## src/rtl/cb_config_loader.sv

```systemverilog
// cb_config_loader
// ----------------
// Word-serial configuration loader sitting in front of a connection block.
// Words arrive over a valid/ready handshake and are assembled in a shadow
// register. Once a full pattern is present it is copied onto the
// switch-control bus `c` in a single cycle. Because of this, the pass-gate
// switches never see a half-loaded pattern.
//
// Ports:
//   clk         in   1          sole clock, rising edge
//   rst         in   1          synchronous, active-high reset
//   cfg_start   in   1          begin (or restart) a load
//   cfg_valid   in   1          cfg_data holds a word
//   cfg_ready   out  1          loader accepts a word this cycle (LOAD state)
//   cfg_data    in   DIN_W      configuration word; first word -> lowest c bits
//   c           out  CFG_WIDTH  active switch-control bus
//   busy        out  1          LOAD or COMMIT in progress
//   done        out  1          last commit completed; held until next start
//   words_rcvd  out  CNT_W      words accepted in the current load
module cb_config_loader #(
  parameter  int CFG_WIDTH = 248,
  parameter  int DIN_W     = 8,
  localparam int NWORDS    = (CFG_WIDTH + DIN_W - 1) / DIN_W,
  localparam int CNT_W     = $clog2(NWORDS + 1)
) (
  input  logic                 clk,
  input  logic                 rst,
  input  logic                 cfg_start,
  input  logic                 cfg_valid,
  output logic                 cfg_ready,
  input  logic [DIN_W-1:0]     cfg_data,
  output logic [CFG_WIDTH-1:0] c,
  output logic                 busy,
  output logic                 done,
  output logic [CNT_W-1:0]     words_rcvd
);

  localparam int SH_W = NWORDS * DIN_W;

  typedef enum logic [1:0] {
    ST_IDLE   = 2'd0,
    ST_LOAD   = 2'd1,
    ST_COMMIT = 2'd2,
    ST_DONE   = 2'd3
  } state_t;

  state_t               state_reg,  state_next;
  logic [SH_W-1:0]      shadow_reg, shadow_next;
  logic [CNT_W-1:0]     cnt_reg,    cnt_next;
  logic [CFG_WIDTH-1:0] c_reg,      c_next;

  always_ff @(posedge clk) begin
    if (rst) begin
      state_reg  <= ST_IDLE;
      shadow_reg <= '0;
      cnt_reg    <= '0;
      c_reg      <= '0;
    end else begin
      state_reg  <= state_next;
      shadow_reg <= shadow_next;
      cnt_reg    <= cnt_next;
      c_reg      <= c_next;
    end
  end

  always_comb begin
    state_next  = state_reg;
    shadow_next = shadow_reg;
    cnt_next    = cnt_reg;
    c_next      = c_reg;
    cfg_ready   = 1'b0;
    busy        = 1'b0;
    done        = 1'b0;

    case (state_reg)
      ST_IDLE: begin
        if (cfg_start) begin
          state_next  = ST_LOAD;
          shadow_next = '0;
          cnt_next    = '0;
        end
      end

      ST_LOAD: begin
        cfg_ready = 1'b1;
        busy      = 1'b1;
        // A restart takes priority over a word offered in the same cycle;
        // that word is dropped and the load begins from scratch.
        if (cfg_start) begin
          shadow_next = '0;
          cnt_next    = '0;
        end else if (cfg_valid) begin
          // Shift right and insert at the top word: after NWORDS transfers
          // the first word received ends up in the lowest slot.
          shadow_next                    = shadow_reg >> DIN_W;
          shadow_next[SH_W-1 -: DIN_W]   = cfg_data;
          cnt_next                       = cnt_reg + CNT_W'(1);
          if (cnt_reg == CNT_W'(NWORDS - 1)) begin
            state_next = ST_COMMIT;
          end
        end
      end

      ST_COMMIT: begin
        busy = 1'b1;
        // Single-cycle atomic update of the switch bus; padding bits beyond
        // CFG_WIDTH in the last word are dropped here. Restarts are ignored.
        c_next     = shadow_reg[CFG_WIDTH-1:0];
        state_next = ST_DONE;
      end

      ST_DONE: begin
        done = 1'b1;
        if (cfg_start) begin
          state_next  = ST_LOAD;
          shadow_next = '0;
          cnt_next    = '0;
        end
      end

      default: begin
        state_next = ST_IDLE;
      end
    endcase
  end

  assign c          = c_reg;
  assign words_rcvd = cnt_reg;

endmodule

```

## config.mk

```make
export PLATFORM = sky130hd
export DESIGN_NAME = cb_config_loader
export DESIGN_NICKNAME = d
export VERILOG_FILES = /design/src/rtl/cb_config_loader.sv
export SDC_FILE = /design/constraint.sdc
export NUM_CORES = 1
export LEC_CHECK = 0
export CAP_MARGIN = 10
export CORE_MARGIN = 2
export CORE_UTILIZATION = 54
export DETAILED_ROUTE_END_ITERATION = 12
export PLACE_DENSITY = 0.88
export SETUP_SLACK_MARGIN = 0.5
export SLEW_MARGIN = 10
export SYNTH_ARGS = -nofsm -noshare
export SYNTH_HDL_FRONTEND = slang
export SYNTH_SLANG_ARGS = --single-unit
```

## constraint.sdc

```tcl
create_clock -name clk -period 2.6 [get_ports clk]
set_clock_uncertainty 0.2 [all_clocks]
set_input_delay 0.39 -clock clk [delete_from_list [all_inputs] [get_ports clk]]
set_output_delay 0.39 -clock clk [all_outputs]
set_load 0.01 [all_outputs]
```

==> reports/qor.txt <==
Sequential Power Share: 34.0%
DR iter-0 viols: 1721
Pwr dens: 950 nW/µm²
RePlAce Congestion: 0.817
Via-to-Cell Ratio: 5.95
Mapped Nets: 1971
Number of global-route vias before repair: 14800
Setup Crit Path Kind: reg2reg
Cells after DPL: 2542
Port bufs: 267
Clk Latency, worst-skew pair: 0.55 ns
Antenna violations before repair: 0
Nets@finish: 2207
Reg-to-reg startpoint: state_reg[0]
Clk sink count: 503
Largest net degree at the start of global routing: 122
Critical-path cell list: inv_2 -> ha_4 -> and2b_2 -> o21ai_4 -> buf_12 -> buf_6 -> nand2_1 -> a21oi_1
Status: complete, no violations
Area growth syn-to-layout: 34.0%
Rows: 66
Netlist Area Pre-Place: 18000 µm²
Syn Area/Cell: 9.22 µm²
Layout cell share with drive strength beyond 1: 12.3%
Largest stage delay, worst path: 0.34 ns
CP max stage cell: dfxtp_2
Internal Power: 15.2 mW
# setup viols final: 0
CP top delay family: compound AO/OA/AOI/OAI gates
CTS clk-pin slew, worst paths: 0.07 ns
Post-route ant nets: 0
Logic gate share of total power: 33.7%
DRC: 0
Drt pass-1 iters: 6
Seq cells post-synth: 503
Switching share of power: 33.5%
Grt ovf: 0
Endpoints failing hold: 0
Worst IR Drop VDD: 1070 µV
Fin Setup TNS: 0 ns
Core Region: 32700 µm²
Placed cell area: 21200 µm²
Synth unique cells: 27
CP required: 2.84 ns
Worst hold path class: in2reg
Worst Setup Start Kind: register
Drt wl/cell: 21.0 µm
Total number of vias: 15900
Fmax: 0.438 GHz
Final Critical Period: 2.29 ns
CTS root buffer: clkbuf_16
RSZ-0062 raised after global routing: yes
H-tree depth: 2
Die Ht: 187 µm
CTS tree: done
Non-Filler Instances: 2669
Multi-input logic area: 7570 µm²
Net Sw Power: 7.67 mW
Crit. End Element: register
Die Wd: 187 µm
Die area: 34800 µm²
Fillcell total: 2011
Clk buf depth: 3
Setup WS post-layout: 0.314 ns
Peak fanout along the critical path: 11
Crit path from: state_reg[0]
N_diodes: 0
IO Pins: 268
Worst-margin pin slew: 0.905 ns
Post-synthesis cell count: 1953
Seq/Total Area, Yosys: 55.9%
Hold_buf cts: 0
CP arrival: 2.53 ns
Leak: 9.06 nW
Start point of the worst hold path: rst
FF/Latch Area: 10100 µm²
Pins Over Slew Limit: 0
Post-detail-place hpwl: 29.8 mm
Num CTS Buffers: 48
Wire length of the first global-routing pass: 79.7 mm
Total wire length: 56.0 mm
Effective utilization at floorplan: 55.1%
Clock power frac: 32.3%
Worst relative slew slack: 39.7%
Pre-CTS WS: 0.184 ns
Synth warnings: 0
Max-Cap Viols: 0
Crit path buffers/inverters: 3
Total GRT Usage: 27.7%
Finished Cell Area: 24100 µm²
Final Cycle Share: 87.9%
==> power by group through the flow <==
| stage | combinational, mW | sequential, mW | clock, mW |
|---|---|---|---|
| 4_1_cts | 6.04 | 7.78 | 7.39 |
| 6_report | 7.72 | 7.79 | 7.41 |
| 3_5_place_dp | 4.94 | 7.95 | 0 |
| 2_1_floorplan | 3.77 | 7.94 | 0 |
| 5_1_grt | 7.93 | 7.78 | 7.75 |
| 3_3_place_gp | 4.88 | 7.95 | 0 |
==> layout make-up <==
cell class                 count  share of cell area [%]
tap                          442                    2.29
sequential                   503                    41.7
timing repair buffer         354                    17.6
multi-input combinational   1278                    31.4
inverter                       4                  0.0622
clock inverter                20                    1.17
clock buffer                  68                    5.79
==> per-layer routing <==
| layer | GRT usage (%) | share of wire (%) | vias up |
|---|---|---|---|
| li1 | - | - | 7056 |
| met1 | 35.0 | 39 | 7721 |
| met2 | 45.5 | 48 | 903 |
| met3 | 6.13 | 8.6 | 188 |
| met4 | 12.7 | 4.9 | 0 |
| met5 | 0 | 0 | - |
==> layout by cell type (no fill, tap or decap), types with 2 or more instances in the layout <==
cell,n
nor2_1,252
dlygate4sd2_1,14
a21oi_1,201
buf_6,6
inv_2,2
inv_1,2
dlymetal6s2s_1,41
buf_4,25
inv_6,4
clkinv_2,5
dfxtp_2,4
nand3_2,10
a21oi_2,50
clkbuf_1,9
bufinv_16,6
buf_12,33
xor2_1,2
o21ai_0,2
o211ai_1,2
clkdlybuf4s50_1,208
ha_1,4
nand2_2,10
clkinvlp_4,2
clkinv_4,3
or3_1,2
dfxtp_1,499
clkbuf_16,56
clkdlybuf4s15_1,2
buf_16,11
clkbuf_8,10
mux2i_1,248
buf_8,5
ha_4,2
nand3_1,240
nand2_1,220
nand2_4,21
==> repair_timing <==
item                                    CTS  global route
pin swaps                                 3            42
resized for setup                        42           171
buffers inserted                         10            10
cloned                                    7            12
endpoints found under the setup margin  269           281
==> through the flow <==
stage | utilization [%] | total power, mW | hold WS (ns)
global placement | 64.7 | 12.8 | 0.241
global route | 73.8 | 23.5 | 0.218
floorplan | - | 11.7 | 0.232
finish | 73.8 | 22.9 | 0.204
detailed placement | 64.7 | 12.9 | 0.251
CTS | 70.9 | 21.2 | 0.179
==> final timing paths <==
check	slack [ns]	end	cells after the start
max	0.31	shadow_reg[234]	8
min	0.20	state_reg[1]	2
max reg2reg	0.31	shadow_reg[234]	8
min reg2reg	0.27	shadow_reg[191]	2
==> cells by family after synthesis <==
group	after synthesis	synth area share, %
AND/OR/NAND/NOR	761	17.7
flip-flops	503	55.9
AO/OA/AOI/OAI	261	7.43
multiplexers	248	13.8
buffers and inverters	172	4.65
adder cells (fa/ha/maj)	6	0.417
XOR/XNOR	2	0.0973
==> Yosys cell counts <==
library cell | n | area share (%)
dfxtp_1 | 503 | 56
o31ai_1 | 1 | 0.042
o21ai_0 | 2 | 0.056
nand3_1 | 250 | 6.9
o21ba_2 | 1 | 0.056
nor2b_1 | 1 | 0.035
buf_1 | 3 | 0.063
a21o_1 | 1 | 0.042
o41ai_1 | 1 | 0.049
buf_4 | 26 | 1.1
xor2_1 | 2 | 0.097
or2_1 | 1 | 0.035
and3_1 | 1 | 0.035
or2_2 | 1 | 0.035
nor2_1 | 253 | 5.3
nand2_1 | 251 | 5.2
o21ai_4 | 1 | 0.090
a21oi_1 | 251 | 7.0
buf_2 | 75 | 2.1
o211ai_1 | 2 | 0.083
ha_1 | 6 | 0.42
and2b_1 | 1 | 0.042
or3_1 | 2 | 0.069
mux2i_1 | 248 | 14
o21a_1 | 1 | 0.042
inv_1 | 4 | 0.083
clkbuf_1 | 64 | 1.3
Note: power is estimated with default switching activity, not from simulation.
